--- src/rtl/ffdiv_pkg.sv ---
//------------------------------------------------------------------------------
// Module      : ffdiv_pkg
// Description : Shared widths, exponent constants, state/class enums and
//               field-initialisation helpers for the divider decode stage.
// Revision    : 1.0  initial release
//------------------------------------------------------------------------------
`default_nettype none

package ffdiv_pkg;

    localparam int OPERAND_WIDTH     = 32;
    localparam int EXPONENT_WIDTH    = 8;
    localparam int FRACTION_WIDTH    = 23;
    localparam int SIGNIFICAND_WIDTH = 24;
    localparam int UNB_EXP_WIDTH     = 10;

    localparam int BIASING_CONSTANT  = 127;
    localparam int NORM_EXP_MIN      = -126;

    localparam logic [OPERAND_WIDTH-1:0] QNAN_MASK = 32'h0040_0000;

    typedef enum logic [1:0] {
        ST_IDLE  = 2'd0,
        ST_NORM  = 2'd1,
        ST_VALID = 2'd2
    } state_t;

    typedef enum logic [2:0] {
        CLS_ZERO   = 3'd0,
        CLS_DENORM = 3'd1,
        CLS_NORM   = 3'd2,
        CLS_INF    = 3'd3,
        CLS_NAN    = 3'd4
    } op_class_t;

    // Zero, inf and NaN carry an all-zero significand and exponent.
    function automatic logic [SIGNIFICAND_WIDTH-1:0] init_sgfnd(
        input op_class_t                 cls,
        input logic [FRACTION_WIDTH-1:0] frac
    );
        logic [SIGNIFICAND_WIDTH-1:0] v;
        v = '0;
        if (cls == CLS_NORM)
            v = {1'b1, frac};
        else if (cls == CLS_DENORM)
            v = {1'b0, frac};
        return v;
    endfunction

    function automatic logic signed [UNB_EXP_WIDTH-1:0] init_unb_exp(
        input op_class_t                 cls,
        input logic [EXPONENT_WIDTH-1:0] exp
    );
        logic signed [UNB_EXP_WIDTH-1:0] v;
        v = '0;
        if (cls == CLS_NORM)
            v = UNB_EXP_WIDTH'(exp) - UNB_EXP_WIDTH'(BIASING_CONSTANT);
        else if (cls == CLS_DENORM)
            v = UNB_EXP_WIDTH'(NORM_EXP_MIN);
        return v;
    endfunction

endpackage

`default_nettype wire

--- src/rtl/ffdiv_classify.sv ---
//------------------------------------------------------------------------------
// Module      : ffdiv_classify
// Description : Combinational IEEE-754 single operand classifier.
//               FFDIV_DNRM_NORM_EN selects denormal support vs flush-to-zero.
// Revision    : 1.0  initial release
//------------------------------------------------------------------------------
`default_nettype none

module ffdiv_classify
    import ffdiv_pkg::*;
(
    input  logic [OPERAND_WIDTH-1:0]  op,
    output op_class_t                 cls,
    output logic                      sign,
    output logic [EXPONENT_WIDTH-1:0] exp,
    output logic [FRACTION_WIDTH-1:0] frac
);

    logic w_exp_zero;
    logic w_exp_ones;
    logic w_frac_zero;

    assign sign        = op[OPERAND_WIDTH-1];
    assign exp         = op[OPERAND_WIDTH-2 -: EXPONENT_WIDTH];
    assign frac        = op[FRACTION_WIDTH-1:0];
    assign w_exp_zero  = (exp == '0);
    assign w_exp_ones  = (exp == '1);
    assign w_frac_zero = (frac == '0);

    always_comb begin
        cls = CLS_NORM;
        if (w_exp_ones) begin
            cls = w_frac_zero ? CLS_INF : CLS_NAN;
        end else if (w_exp_zero) begin
`ifdef FFDIV_DNRM_NORM_EN
            cls = w_frac_zero ? CLS_ZERO : CLS_DENORM;
`else
            // Denormals are flushed; the sign bit still passes through.
            cls = CLS_ZERO;
`endif
        end
    end

endmodule

`default_nettype wire

--- src/rtl/ffdiv_decode.sv ---
//------------------------------------------------------------------------------
// Module      : ffdiv_decode
// Description : Operand decode / pre-normalisation ahead of the NR divider.
//               Define FFDIV_DNRM_NORM_EN to normalise denormals in NORM.
// Revision    : 1.0  initial release
//------------------------------------------------------------------------------
`default_nettype none

module ffdiv_decode #(
    parameter int OPERAND_WIDTH = 32,
    parameter int UNB_EXP_WIDTH = 10
) (
    input  logic                                        clk,
    input  logic                                        rst,
    input  logic                                        en,
    input  logic                                        op_valid,
    output logic                                        op_ready,
    input  logic [OPERAND_WIDTH-1:0]                    opa,
    input  logic [OPERAND_WIDTH-1:0]                    opb,
    input  logic                                        div_ready,
    output logic                                        dec_valid,
    output logic                                        sign1,
    output logic                                        sign2,
    output logic [ffdiv_pkg::SIGNIFICAND_WIDTH-1:0]     sgfnd1,
    output logic [ffdiv_pkg::SIGNIFICAND_WIDTH-1:0]     sgfnd2,
    output logic signed [UNB_EXP_WIDTH-1:0]             unb_exp1,
    output logic signed [UNB_EXP_WIDTH-1:0]             unb_exp2,
    output logic                                        is_norm1,
    output logic                                        is_denorm1,
    output logic                                        is_norm2,
    output logic                                        is_denorm2,
    output logic [OPERAND_WIDTH-1:0]                    res_nan,
    output logic                                        res_indet,
    output logic                                        res_inf,
    output logic                                        res_zero
);

    import ffdiv_pkg::*;

    state_t                      r_state;

    op_class_t                   w_cls_a,  w_cls_b;
    logic                        w_sign_a, w_sign_b;
    logic [EXPONENT_WIDTH-1:0]   w_exp_a,  w_exp_b;
    logic [FRACTION_WIDTH-1:0]   w_frac_a, w_frac_b;

    logic                        w_nan_a,  w_nan_b,  w_any_nan;
    logic                        w_zero_a, w_zero_b;
    logic                        w_inf_a,  w_inf_b;
    logic                        w_fin_a,  w_fin_b;
    logic                        w_fnz_a,  w_fnz_b;
    logic                        w_indet,  w_inf,    w_zero;
    logic [OPERAND_WIDTH-1:0]    w_nan;
    logic                        w_go_norm;

    ffdiv_classify u_cls_a (
        .op   (opa),
        .cls  (w_cls_a),
        .sign (w_sign_a),
        .exp  (w_exp_a),
        .frac (w_frac_a)
    );

    ffdiv_classify u_cls_b (
        .op   (opb),
        .cls  (w_cls_b),
        .sign (w_sign_b),
        .exp  (w_exp_b),
        .frac (w_frac_b)
    );

    assign op_ready = en & (r_state == ST_IDLE);

    assign w_nan_a   = (w_cls_a == CLS_NAN);
    assign w_nan_b   = (w_cls_b == CLS_NAN);
    assign w_zero_a  = (w_cls_a == CLS_ZERO);
    assign w_zero_b  = (w_cls_b == CLS_ZERO);
    assign w_inf_a   = (w_cls_a == CLS_INF);
    assign w_inf_b   = (w_cls_b == CLS_INF);
    assign w_fnz_a   = (w_cls_a == CLS_NORM) | (w_cls_a == CLS_DENORM);
    assign w_fnz_b   = (w_cls_b == CLS_NORM) | (w_cls_b == CLS_DENORM);
    assign w_fin_a   = w_fnz_a | w_zero_a;
    assign w_fin_b   = w_fnz_b | w_zero_b;
    assign w_any_nan = w_nan_a | w_nan_b;

    // Priority NaN > indeterminate > inf/zero keeps the flags one-hot.
    assign w_nan   = w_nan_a ? (opa | QNAN_MASK) :
                     w_nan_b ? (opb | QNAN_MASK) : '0;
    assign w_indet = !w_any_nan & ((w_zero_a & w_zero_b) | (w_inf_a & w_inf_b));
    assign w_inf   = !w_any_nan & ((w_fnz_a & w_zero_b) | (w_inf_a & w_fin_b));
    assign w_zero  = !w_any_nan & ((w_zero_a & w_fnz_b) | (w_fin_a & w_inf_b));

`ifdef FFDIV_DNRM_NORM_EN
    logic [SIGNIFICAND_WIDTH-1:0]    w_shf_sgfnd1, w_shf_sgfnd2;
    logic signed [UNB_EXP_WIDTH-1:0] w_shf_exp1,   w_shf_exp2;

    assign w_go_norm = w_fnz_a & w_fnz_b &
                       ((w_cls_a == CLS_DENORM) | (w_cls_b == CLS_DENORM));

    // One normalisation step; operands already carrying the hidden bit hold.
    always_comb begin
        w_shf_sgfnd1 = sgfnd1;
        w_shf_exp1   = unb_exp1;
        w_shf_sgfnd2 = sgfnd2;
        w_shf_exp2   = unb_exp2;
        if (!sgfnd1[SIGNIFICAND_WIDTH-1]) begin
            w_shf_sgfnd1 = sgfnd1 << 1;
            w_shf_exp1   = unb_exp1 - UNB_EXP_WIDTH'(1);
        end
        if (!sgfnd2[SIGNIFICAND_WIDTH-1]) begin
            w_shf_sgfnd2 = sgfnd2 << 1;
            w_shf_exp2   = unb_exp2 - UNB_EXP_WIDTH'(1);
        end
    end
`else
    assign w_go_norm = 1'b0;
`endif

    always_ff @(posedge clk or posedge rst) begin
        if (rst) begin
            r_state    <= ST_IDLE;
            dec_valid  <= 1'b0;
            sign1      <= 1'b0;
            sign2      <= 1'b0;
            sgfnd1     <= '0;
            sgfnd2     <= '0;
            unb_exp1   <= '0;
            unb_exp2   <= '0;
            is_norm1   <= 1'b0;
            is_denorm1 <= 1'b0;
            is_norm2   <= 1'b0;
            is_denorm2 <= 1'b0;
            res_nan    <= '0;
            res_indet  <= 1'b0;
            res_inf    <= 1'b0;
            res_zero   <= 1'b0;
        end else if (en) begin
            case (r_state)
                ST_IDLE: begin
                    if (op_valid) begin
                        sign1      <= w_sign_a;
                        sign2      <= w_sign_b;
                        sgfnd1     <= init_sgfnd(w_cls_a, w_frac_a);
                        sgfnd2     <= init_sgfnd(w_cls_b, w_frac_b);
                        unb_exp1   <= init_unb_exp(w_cls_a, w_exp_a);
                        unb_exp2   <= init_unb_exp(w_cls_b, w_exp_b);
                        is_norm1   <= (w_cls_a == CLS_NORM);
                        is_denorm1 <= (w_cls_a == CLS_DENORM);
                        is_norm2   <= (w_cls_b == CLS_NORM);
                        is_denorm2 <= (w_cls_b == CLS_DENORM);
                        res_nan    <= w_nan;
                        res_indet  <= w_indet;
                        res_inf    <= w_inf;
                        res_zero   <= w_zero;
                        dec_valid  <= !w_go_norm;
                        r_state    <= w_go_norm ? ST_NORM : ST_VALID;
                    end
                end
`ifdef FFDIV_DNRM_NORM_EN
                ST_NORM: begin
                    sgfnd1   <= w_shf_sgfnd1;
                    sgfnd2   <= w_shf_sgfnd2;
                    unb_exp1 <= w_shf_exp1;
                    unb_exp2 <= w_shf_exp2;
                    // Leave on the edge that completes the final shift.
                    if (w_shf_sgfnd1[SIGNIFICAND_WIDTH-1] &&
                        w_shf_sgfnd2[SIGNIFICAND_WIDTH-1]) begin
                        dec_valid <= 1'b1;
                        r_state   <= ST_VALID;
                    end
                end
`endif
                ST_VALID: begin
                    if (div_ready) begin
                        dec_valid <= 1'b0;
                        r_state   <= ST_IDLE;
                    end
                end
                default: begin
                    dec_valid <= 1'b0;
                    r_state   <= ST_IDLE;
                end
            endcase
        end
    end

endmodule

`default_nettype wire

--- config.mk ---
export PLATFORM = sky130hd
export DESIGN_NAME = ffdiv_decode
export DESIGN_NICKNAME = d
export VERILOG_FILES = /design/src/rtl/ffdiv_pkg.sv /design/src/rtl/ffdiv_classify.sv /design/src/rtl/ffdiv_decode.sv
export SDC_FILE = /design/constraint.sdc
export NUM_CORES = 1
export LEC_CHECK = 0
export ABC_AREA = 1
export BUFFER_PORTS_ARGS = -buffer_cell sky130_fd_sc_hd__buf_4
export CORE_MARGIN = 2
export CORE_UTILIZATION = 41
export DETAILED_ROUTE_END_ITERATION = 8
export PLACE_DENSITY = 0.66
export SETUP_SLACK_MARGIN = 0.5
export SYNTH_ARGS = -nofsm -noshare
export SYNTH_HDL_FRONTEND = slang
export SYNTH_HIERARCHICAL = 1
export SYNTH_SLANG_ARGS = --single-unit
--- constraint.sdc ---
create_clock -name clk -period 5.2 [get_ports clk]
set_input_delay 1.04 -clock clk [delete_from_list [all_inputs] [get_ports clk]]
set_output_delay 1.04 -clock clk [all_outputs]
set_load 0.02 [all_outputs]
==> key figures, run 1 <==
Detailed routing
  • WL final: 16020 µm
  • Total number of vias: 5119
  • DRT antenna net count: 0
  • Wire per inst: 15.26 µm
  • TritonRoute pass-1 iters: 9
  • Routed vias/inst: 4.875
  • Starting DRT DRC Count: 419
  • DR DRC count: 0

Critical path
  • Critical path required time: 5430 ps
  • Crit path DAT: 3210 ps
  • Slowest CP cell: inv_1
  • CP cell instances: buf_4 -> nand4_1 -> nor2_2 -> nand2_1 -> inv_1 -> inv_1 -> nand3_1 -> nand2_4 -> nand2_1 -> nand2_1 -> nand2_1 -> nand2_1
  • Critical path's most frequent cell: nand2_1
  • Worst stage delay on the critical path: 800 ps
  • WS Path Type: in2reg
  • Worst setup EP type: flop
  • Worst setup SP type: input pin
  • Max Fanout on Critical Path: 34

STA
  • WHS: 478.9 ps
  • Hold Vio Cnt, Final: 0
  • Clk_skew: 5.484 ps
  • Sum of negative setup slack: 0 ps
  • Setup Viol. Count Final: 0
  • Final min period: 2977 ps
  • Slew Limit Headroom: 25.75%
  • Worst Tran Pin Value: 1113 ps
  • RSZ-0062 raised after global routing: false
  • Final Max Slew Viols: 0
  • Fin crit share: 57.26%
  • FMAX: 335.9 MHz

Floorplan
  • Die area: 15400 µm²
  • Initial Util: 42.27%
  • Die width: 124.1 µm
  • Die height: 124.1 µm
  • Core area: 13990 µm²
  • Row cnt: 43
  • I/O pins: 180

Clock network
  • Later-pin clock latency in the skew report: 350 ps
  • Clk slew on worst S/H paths: 70 ps
  • CTS Root Cell: clkbuf_16
  • CTS tree: built
  • Clock sinks: 106
  • Postcts setup bufs: 0
  • Num CTS Buffers: 9
  • Cts hold-fix bufs: 0
  • CTS max path bufs: 2
  • Post-cts resize count: 0
  • H-tree lvl count: 3

Global routing
  • Antenna violations before repair: 0
  • First-pass GRT wire length: 25190 µm
  • Largest net degree at the start of global routing: 83
  • Gr usage total: 21.23%
  • Grt total ovfl: 0
  • Vias in the first global route: 4798

Cells and area
  • Nets: 936
  • N_diodes: 0
  • Syn-to-layout area delta: 19.00%
  • Most common cell after layout, fill and taps aside: nand2_1
  • Layout cells sized above 1: 25.17%
  • Fillers: 1409
  • Commonest cells after routing, fill and taps aside: 283 x nand2_1, 183 x buf_4, 106 x dfrtp_1

Synth
  • Post-Syn Nets: 848
  • Synth cell types: 26
  • Post-synth EDFFs: 0
  • Synth Register Bits: 106
  • Asr flop ratio synth: 100.0%
  • Synthesized cell area: 5913 µm²
  • Cells after Synth: 777
  • Register area share after synthesis: 44.86%
  • Yosys warns: 6
  • Synthesized area per cell: 7.610 µm²
  • Synth Flop Type: dfrtp_1

Power and ir drop
  • Power Dens Cells: 360.9 nW/µm²
  • VDD IR-drop max: 0.0001503 V
  • Leak Pwr: 3.804 nW

Status
  • Status: completed

Place
  • Placer's final routability congestion estimate: 0.8401
  • # port buffers: 179
  • Post-DP HPWL: 11240 µm

Run
  • Max cap viols: 0

Hold path
  • Worst Hold Class: reg2reg
## final timing paths
path	startpoint	to	slack, ps	cells past startpoint
setup / recovery	opb[25]	res_inf	2220	12
hold / removal	sign1	sign1	480	2
setup reg to reg	dec_valid	res_nan[13]	2830	6
hold reg to reg	sign1	sign1	480	2
max in group asynchronous	rst	res_nan[29]	3290	3
min in group asynchronous	rst	sgfnd1[3]	860	2
## routing by layer
metal	GRT usage [%]	wire length, µm	up-vias
met5	0	0	-
li1	-	-	2568
met4	7.374	259	0
met2	32.79	7424	138
met3	3.755	870	17
met1	30.01	7465	2396
## logic make-up (layout without fill, tap and decap cells)
| logic type | Yosys count | count (layout) | share of synthesized area [%] |
|---|---|---|---|
| buffers and inverters | 132 | 225 | 15.28 |
| xor gates and xnor gates | 1 | 1 | 0.1481 |
| adders and majority gates | 2 | 2 | 0.4231 |
| and+or+nand+nor | 483 | 483 | 34.62 |
| DFF | 106 | 106 | 44.86 |
| AOI/OAI and AO/OA | 53 | 53 | 4.676 |
## per-stage QoR
step | cell area, µm² | utilization, % | power, mW | std cells | setup WS [ps]
floorplan | 5913 | - | 1.505 | 777 | 1371
global placement | 6716 | 48.01 | 1.818 | 1034 | 1947
detailed placement | 6716 | 48.01 | 1.823 | 1034 | 1893
CTS | 7037 | 50.30 | 2.565 | 1050 | 2255
global route | 7037 | 50.30 | 2.669 | 1050 | 1986
finish | 7037 | 50.30 | 2.540 | 1050 | 2223
## state kept, by name, summed over array words and instances, names as in the netlist
signal      count
dec_valid       1
is_denorm1      1
is_denorm2      1
res_indet       1
res_inf         1
res_nan        32
res_zero        1
sgfnd1         24
sgfnd2         24
sign1           1
sign2           1
unb_exp1        9
unb_exp2        9
## critical path, delay by kind of cell
family / cells / cell delay [ps]
and+or+nand+nor: 9 / 1010
buffers and inverters: 3 / 1140
## cell usage after synthesis, types with 3 or more instances
master / instances / area (µm²)
nor2_2: 8 / 50.05
nand2_1: 283 / 1062
buf_2: 17 / 85.08
nor2_4: 3 / 33.78
nor2_1: 76 / 285.3
inv_1: 24 / 90.09
o21ai_1: 36 / 180.2
buf_6: 14 / 157.7
nand4_1: 10 / 62.56
o21ai_0: 6 / 30.03
buf_4: 75 / 563.0
o21bai_1: 4 / 30.03
a21oi_1: 6 / 30.03
dfrtp_1: 106 / 2653
nand3_1: 93 / 465.5
## area by class of cell
cell class              count  area, µm²  area share, %
flip-flops and latches    106       2653          37.70
multi-input cells         539       2365          33.61
repair buffers            183       1374          19.52
clock buffers              10      229.0          3.254
well taps                 180      225.2          3.201
inverters                  26      100.1          1.422
clock inverters             6      91.34          1.298
## power by group
group          internal (mW)  leakage, nW  switching, mW  total [mW]
registers              0.969         1.37         0.0913        1.06
logic                  0.307         2.29          0.436       0.744
clock network          0.423        0.145          0.312       0.736
Power figures use the tool's default switching activity.
==> run 2, diff against run 1 <==
--- a/config.mk
+++ b/config.mk
@@ -5,12 +5,12 @@
 export SDC_FILE = /design/constraint.sdc
 export NUM_CORES = 1
 export LEC_CHECK = 0
-export ABC_AREA = 1
+export ABC_AREA = 0
 export BUFFER_PORTS_ARGS = -buffer_cell sky130_fd_sc_hd__buf_4
 export CORE_MARGIN = 2
 export CORE_UTILIZATION = 41
 export DETAILED_ROUTE_END_ITERATION = 8
-export PLACE_DENSITY = 0.66
+export PLACE_DENSITY = 0.69
 export SETUP_SLACK_MARGIN = 0.5
 export SYNTH_ARGS = -nofsm -noshare
 export SYNTH_HDL_FRONTEND = slang
==> constraint.sdc (replaced) <==
create_clock -name clk -period 2.7 [get_ports clk]
set_input_delay 0.54 -clock clk [delete_from_list [all_inputs] [get_ports clk]]
set_output_delay 0.54 -clock clk [all_outputs]
set_load 0.02 [all_outputs]
==> run 2 against run 1 <==
Net effect:
- synthesized cell count is 29% lower
- global-route usage is 1.9 points higher
- die area is 4.5% lower
- final cell count is 15% lower
- setup slack worse by 1800 ps
- synthesized area is 4.7% lower
- sequential power is 120% higher
- largest power group unchanged
- highest routed layer unchanged
==> key figures, run 2 <==
Synth
  • Most frequent cell after synthesis: dfrtp_1 (was nand2_1)
  • Synth cell types: 52 (was 26)
  • Post-synth EDFFs: 0 (unchanged)
  • Synthesized cell area: 5637 µm² (was 5913 µm²)
  • Register area share after synthesis: 47.06% (was 44.86%)
  • Synth Register Bits: 106 (unchanged)
  • Area leader, netlist: dfrtp_1 (unchanged)
  • Post-Syn Nets: 622 (was 848)
  • Yosys warns: 6 (unchanged)
  • Top cell type's share of synthesized area: 47.06% (was 44.86%)
  • Synthesized area per cell: 10.23 µm² (was 7.610 µm²)
  • Most frequent cells after synthesis: 106 x dfrtp_1, 71 x buf_4, 64 x a21oi_1, 51 x nand2_1, 46 x a22o_1 (was 283 x nand2_1, 106 x dfrtp_1, 93 x nand3_1, 76 x nor2_1, 75 x buf_4)
  • Asr flop ratio synth: 100.0% (unchanged)
  • Synth Flop Type: dfrtp_1 (unchanged)
  • Largest cells by area after synthesis: dfrtp_1 47%, buf_4 9.5%, a22o_1 7.1% (was dfrtp_1 45%, nand2_1 18%, buf_4 9.5%)
  • Cells after Synth: 551 (was 777)

Critical path
  • Crit path DAT: 2510 ps (was 3210 ps)
  • Top cell family by delay on the critical path: simple AND/OR/NAND/NOR gates (was buffers and inverters)
  • Critical Path Sink: res_nan[28] (was res_inf)
  • Critical path required time: 2970 ps (was 5430 ps)
  • R2R setup slack: 990 ps (was 2830 ps)
  • RR Startpoint: dec_valid (unchanged)
  • CP cell instances: buf_8 -> or4_4 -> o211ai_4 -> o22ai_4 -> buf_6 -> nor3b_4 -> buf_12 -> buf_6 -> nand3_4 -> a21oi_2 (was buf_4 -> nand4_1 -> nor2_2 -> nand2_1 -> inv_1 -> inv_1 -> nand3_1 -> nand2_4 -> nand2_1 -> nand2_1 -> nand2_1 -> nand2_1)
  • Critical path's most frequent cell: buf_6 (was nand2_1)
  • Source of the critical timing path: opb[29] (was opb[25])
  • Cells on worst reg2reg path: 5 (was 6)
  • Worst stage delay on the critical path: 560 ps (was 800 ps)
  • Max Fanout on Critical Path: 6 (was 34)
  • Worst setup EP type: flop (unchanged)
  • WS Path Type: in2reg (unchanged)
  • Reg2reg end: res_nan[10] (was res_nan[13])
  • Instance count on the critical path: 10 (was 12)
  • Worst Path Buf+Inv: 4 (was 3)
  • Worst setup SP type: input pin (unchanged)
  • Slowest CP cell: or4_4 (was inv_1)

STA
  • Final Max Slew Viols: 0 (unchanged)
  • Fin crit share: 82.82%
  • Worst Tran Pin Value: 652.7 ps (was 1113 ps)
  • RSZ-0062 raised after global routing: true (was false)
  • Hold Vio Cnt, Final: 0 (unchanged)
  • FMAX: 447.2 MHz
  • Clk_skew: 5.172 ps (was 5.484 ps)
  • Setup Viol. Count Final: 0 (unchanged)
  • Final min period: 2236 ps
  • Slew Limit Headroom: 56.39% (was 25.75%)

Detailed routing
  • Total number of vias: 5004 (was 5119)
  • WL final: 18130 µm (was 16020 µm)
  • Metal2 WL: 8859 µm (was 7424 µm)
  • DR DRC count: 0 (unchanged)
  • TritonRoute pass-1 iters: 5 (was 9)
  • Wire per inst: 20.37 µm (was 15.26 µm)
  • DRT antenna net count: 0 (unchanged)
  • Metal-1 WL: 7794 µm (was 7465 µm)
  • Routed vias/inst: 5.622 (was 4.875)
  • DR WL met3: 964 µm (was 870 µm)
  • Top sig layer: met4 (unchanged)
  • Starting DRT DRC Count: 373 (was 419)

Power and ir drop
  • Part of the power in registers: 39.7% (was 41.8%)
  • VDD IR-drop max: 0.0002942 V (was 0.0001503 V)
  • Switching Share: 35.67% (was 33.08%)
  • Clock share of power: 23.2% (was 29.0%)
  • Internal Power: 3.699 mW (was 1.700 mW)
  • Gate power share: 37.1% (was 29.3%)
  • Power Dens Cells: 722.7 nW/µm² (was 360.9 nW/µm²)
  • Tot Pwr: 5.750 mW (was 2.540 mW)
  • Net Switching: 2.051 mW (was 0.8401 mW)
  • Leak Pwr: 3.526 nW (was 3.804 nW)

Cells and area
  • Fillers: 1090 (was 1409)
  • Max reg flops: 32 (unchanged)
  • Syn-to-layout area delta: 41.15% (was 19.00%)
  • Biggest regs: res_nan x32, sgfnd1 x24, sgfnd2 x24 (unchanged)
  • Layout cells sized above 1: 50.42% (was 25.17%)
  • Commonest cells after routing, fill and taps aside: 221 x buf_4, 106 x dfrtp_1, 50 x nand2_1 (was 283 x nand2_1, 183 x buf_4, 106 x dfrtp_1)
  • Most common cell after layout, fill and taps aside: buf_4 (was nand2_1)
  • Nets: 780 (was 936)
  • Layout Cells excl Fill: 890 (was 1050)
  • N_diodes: 0 (unchanged)
  • Largest register by flop count: res_nan (unchanged)

Floorplan
  • Die area: 14700 µm² (was 15400 µm²)
  • Die width: 121.3 µm (was 124.1 µm)
  • Core area: 13350 µm² (was 13990 µm²)
  • Row cnt: 42 (was 43)
  • Die height: 121.3 µm (was 124.1 µm)
  • Initial Util: 42.23% (was 42.27%)
  • I/O pins: 180 (unchanged)

Global routing
  • Largest net degree at the start of global routing: 48 (was 83)
  • Antenna violations before repair: 0 (unchanged)
  • Gr usage total: 23.15% (was 21.23%)
  • First-pass GRT wire length: 26480 µm (was 25190 µm)
  • Grt total ovfl: 0 (unchanged)
  • Vias in the first global route: 4822 (was 4798)

Clock network
  • CTS tree: built (unchanged)
  • Clk slew on worst S/H paths: 70 ps (about the same)
  • H-tree lvl count: 3 (unchanged)
  • CTS max path bufs: 2 (unchanged)
  • CTS Root Cell: clkbuf_16 (unchanged)
  • Later-pin clock latency in the skew report: 340 ps (was 350 ps)
  • Num CTS Buffers: 9 (unchanged)
  • Cts hold-fix bufs: 0 (unchanged)
  • Clock sinks: 106 (unchanged)

Hold path
  • Worst Hold Class: in2async (was reg2reg)

Place
  • # port buffers: 179 (unchanged)
  • Placer's final routability congestion estimate: 0.8766 (was 0.8401)
  • Placed cells: 840 (was 1034)
  • Post-DP HPWL: 12160 µm (was 11240 µm)

Run
  • Max cap viols: 0 (unchanged)

Status
  • Status: completed (unchanged)
run 2: worst min path at each step:
stage	from	cells past startpoint	slack, ps	endpoint
after floorplan	res_nan[22]	2	570	res_nan[22]
after global placement	res_nan[22]	2	460	res_nan[22]
after detailed placement	is_denorm1	2	480	is_denorm1
after CTS	rst	2	300	unb_exp1[2]
after global routing	rst	2	330	unb_exp1[2]
final	rst	2	290	unb_exp1[2]
run 2: metal layers:
| layer | track usage [%] | vias up |
|---|---|---|
| met5 | 0 | - |
| met4 | 9.267 | 0 |
| met3 | 3.148 | 40 |
| met2 | 36.55 | 205 |
| met1 | 32.23 | 2513 |
| li1 | - | 2246 |
run 2: area by class of cell:
class                   instances  area [µm²]  area share [%]
multi-input cells             347        2731           34.33
flip-flops and latches        106        2653           33.34
repair buffers                244        2047           25.73
clock buffers                  12       246.5           3.098
well taps                     176       220.2           2.768
clock inverters                 4       51.30          0.6448
inverters                       1       7.507         0.09435
run 2: power by group through the flow:
stage	combinational [mW]	clock [mW]	sequential, mW
floorplan	0.652	0	2.76
global placement	2.01	0	2.29
detailed placement	2.04	0	2.30
CTS	2.06	1.35	2.28
global route	2.26	1.40	2.33
finish	2.13	1.34	2.28
run 2: cells by family after synthesis:
logic type               synth area share [%]
XOR/XNOR                               0.9323
AND/OR/NAND/NOR                         19.73
adder cells (fa/ha/maj)                0.4439
flip-flops                              47.06
buffers and inverters                   14.01
AO/OA/AOI/OAI                           17.82
run 2: worst reg2reg max path, stage by stage (launching register included):
cell and delay, ps:
dfrtp_1 440, nand3b_1 190, buf_4 230, buf_4 460, a21oi_1 140, a21oi_2 180
run 2: what timing repair did:
item	in CTS	in global routing
cloned	5	7
pin swaps	9	32
setup endpoints to repair	93	87
resized for setup	25	77
buffers inserted	9	13
run 2: through the flow:
| step | setup TNS [ps] | area, µm² | hold WS [ps] | util (%) | setup slack, ps |
|---|---|---|---|---|---|
| 4_1_cts | 0 | 7368 | 299.3 | 55.20 | 478.5 |
| 2_1_floorplan | 0 | 5702 | 574.4 | - | 375.9 |
| 3_5_place_dp | -9997 | 6782 | 476.2 | 50.81 | -307.2 |
| 5_1_grt | 0 | 7956 | 334.9 | 59.61 | 427.4 |
| 3_3_place_gp | -6506 | 6782 | 459.3 | 50.81 | -229.3 |
| 6_report | 0 | 7956 | 285.0 | 59.61 | 463.8 |
==> run 3, diff against run 2 <==
--- a/config.mk
+++ b/config.mk
@@ -5,12 +5,12 @@
 export SDC_FILE = /design/constraint.sdc
 export NUM_CORES = 1
 export LEC_CHECK = 0
-export ABC_AREA = 0
+export ABC_AREA = 1
 export BUFFER_PORTS_ARGS = -buffer_cell sky130_fd_sc_hd__buf_4
 export CORE_MARGIN = 2
 export CORE_UTILIZATION = 41
 export DETAILED_ROUTE_END_ITERATION = 8
-export PLACE_DENSITY = 0.69
+export PLACE_DENSITY = 0.66
 export SETUP_SLACK_MARGIN = 0.5
 export SYNTH_ARGS = -nofsm -noshare
 export SYNTH_HDL_FRONTEND = slang
==> constraint.sdc (replaced) <==
create_clock -name clk -period 2.3 [get_ports clk]
set_input_delay 0.46 -clock clk [delete_from_list [all_inputs] [get_ports clk]]
set_output_delay 0.46 -clock clk [all_outputs]
set_load 0.02 [all_outputs]
==> run 3 against run 2 <==
Net effect:
- via count up 5.2%
- highest routed layer unchanged
- final cell count up 19%
- register-to-register slack worse by 340 ps
- clock power up 10%
- sequential cell count unchanged
- non-clock buffer count down 50
- sequential power up 5%
- hold slack worse by 38 ps
- first-iteration DRC count up 18%
==> key figures, run 3 (same netlist as run 1, synthesis figures left out) <==
Place
  • Placer's final routability congestion estimate: 0.8691 (was 0.8766)
  • # port buffers: 179 (unchanged)
  • Post-DP HPWL: 11750 µm (was 12160 µm)
  • Pre-CTS setup slack: 187.0 ps (was -307.2 ps)

Cells and area
  • Commonest cells after routing, fill and taps aside: 282 x nand2_1, 187 x buf_4, 106 x dfrtp_1 (was 221 x buf_4, 106 x dfrtp_1, 50 x nand2_1)
  • Syn-to-layout area delta: 21.60% (was 41.15%)
  • Nets: 948 (was 780)
  • Largest register by flop count: res_nan (unchanged)
  • Most common cell after layout, fill and taps aside: nand2_1 (was buf_4)
  • Biggest regs: res_nan x32, sgfnd1 x24, sgfnd2 x24 (unchanged)
  • Max reg flops: 32 (unchanged)
  • N_diodes: 0 (unchanged)
  • Layout cells sized above 1: 26.64% (was 50.42%)
  • Utilization after layout: 51.40% (was 59.61%)

Power and ir drop
  • VDD IR-drop max: 0.0003967 V (was 0.0002942 V)
  • Leak Pwr: 3.873 nW (was 3.526 nW)
  • Power Dens Cells: 775.4 nW/µm² (was 722.7 nW/µm²)

STA
  • Worst Tran Pin Value: 592.3 ps (was 652.7 ps)
  • FMAX: 595.6 MHz
  • Setup Viol. Count Final: 0 (unchanged)
  • Sum of negative setup slack: 0 ps (unchanged)
  • Fin crit share: 72.99%
  • Final worst slack: 621.2 ps (was 463.8 ps)
  • WHS: 246.9 ps (was 285.0 ps)
  • RSZ-0062 raised after global routing: false (was true)
  • Final min period: 1679 ps
  • Final Max Slew Viols: 0 (unchanged)
  • Hold Vio Cnt, Final: 0 (unchanged)
  • Slew Limit Headroom: 60.51% (was 56.39%)
  • Clk_skew: 7.832 ps (was 5.172 ps)

Critical path
  • Cells on worst reg2reg path: 6 (was 5)
  • Crit path DAT: 1920 ps (was 2510 ps)
  • RR Startpoint: dec_valid (unchanged)
  • Critical path required time: 2540 ps (was 2970 ps)
  • Source of the critical timing path: opb[11] (was opb[29])
  • Worst setup EP type: flop (unchanged)
  • WS Path Type: in2reg (unchanged)
  • Max Fanout on Critical Path: 13 (was 6)
  • Worst setup SP type: input pin (unchanged)

Run
  • Max cap viols: 0 (unchanged)

Clock network
  • Num CTS Buffers: 9 (unchanged)
  • Cts hold-fix bufs: 0 (unchanged)
  • CTS max path bufs: 2 (unchanged)
  • Later-pin clock latency in the skew report: 350 ps (was 340 ps)
  • CTS tree: built (unchanged)
  • Clock sinks: 106 (unchanged)
  • Clk slew on worst S/H paths: 70 ps (about the same)
  • CTS Root Cell: clkbuf_16 (unchanged)
  • H-tree lvl count: 3 (unchanged)

Detailed routing
  • Total number of vias: 5266 (was 5004)
  • Routed vias/inst: 4.959 (was 5.622)
  • DRT antenna net count: 0 (unchanged)
  • Wire per inst: 15.70 µm (was 20.37 µm)
  • Starting DRT DRC Count: 440 (was 373)
  • WL final: 16680 µm (was 18130 µm)
  • DR DRC count: 0 (unchanged)
  • TritonRoute pass-1 iters: 5 (unchanged)

Hold path
  • Worst Hold Class: in2async (unchanged)

Floorplan
  • Row cnt: 43 (was 42)
  • Core area: 13990 µm² (was 13350 µm²)
  • I/O pins: 180 (unchanged)
  • Die width: 124.1 µm (was 121.3 µm)
  • Die height: 124.1 µm (was 121.3 µm)
  • Die area: 15400 µm² (was 14700 µm²)
  • Initial Util: 42.27% (was 42.23%)

Status
  • Status: completed (unchanged)

Global routing
  • Vias in the first global route: 4852 (was 4822)
  • Largest net degree at the start of global routing: 107 (was 48)
  • Antenna violations before repair: 0 (unchanged)
  • First-pass GRT wire length: 25630 µm (was 26480 µm)
  • Gr usage total: 21.67% (was 23.15%)
  • Grt total ovfl: 0 (unchanged)
-- run 3: cell types whose count changed in the layout (fill, tap and decap cells not counted), sizes merged, moves of 31 or more --
cell   change
nand2    +235
a21oi     -58
nand3     +54
nor2      +48
buf       -47
a22o      -46
o21ai     +31
-- run 3: per-stage QoR --
| step | power (mW) | instances | cell area (µm²) |
|---|---|---|---|
| detailed placement | 4.148 | 1045 | 6875 |
| global route | 5.895 | 1062 | 7191 |
| global placement | 4.133 | 1045 | 6875 |
| floorplan | 3.403 | 777 | 5917 |
| CTS | 5.644 | 1061 | 7152 |
| finish | 5.576 | 1062 | 7191 |
-- run 3: final timing paths --
kind	end	slack [ps]
max	res_inf	620
min	sgfnd1[1]	250
max reg2reg	res_nan[30]	650
min reg2reg	unb_exp1[3]	480
max in group asynchronous	sgfnd1[21]	1580
min in group clk	sign1	320
-- run 3: routing by layer --
| layer | GRT usage, % | up-vias | part of all wire [%] |
|---|---|---|---|
| li1 | - | 2607 | - |
| met1 | 29.79 | 2489 | 46 |
| met2 | 34.05 | 150 | 47 |
| met3 | 3.938 | 20 | 5.8 |
| met4 | 8.146 | 0 | 1.9 |
| met5 | 0 | - | 0 |
-- run 3: cell type report --
cell class,count,area [µm²]
fill,1430,6798
sequential,106,2653
multi-input combinational,540,2400
timing repair buffer,194,1535
clock buffer,9,225.2
tap,180,225.2
inverter,26,101.3
clock inverter,7,51.30
-- run 3: what timing repair did --
action                                  in CTS  in global routing
buffers inserted                             0                  0
endpoints found under the setup margin       0                 30
resized for setup                            0                  6
-- run 3: critical path: stages --
cell and delay (ps):
buf_4 120, nor2_1 100, nand2_1 100, nor2_2 170
nand4_1 180, inv_2 170, nor2_1 70, nand2_2 190
nand2_8 140, nand2_1 80, nand2_1 50, nand2_1 50
nand2_1 50
-- run 3: where the power goes --
group / internal (mW) / switching [mW]
Combinational: 0.711 / 0.995
Sequential: 2.19 / 0.203
Clock: 0.743 / 0.732
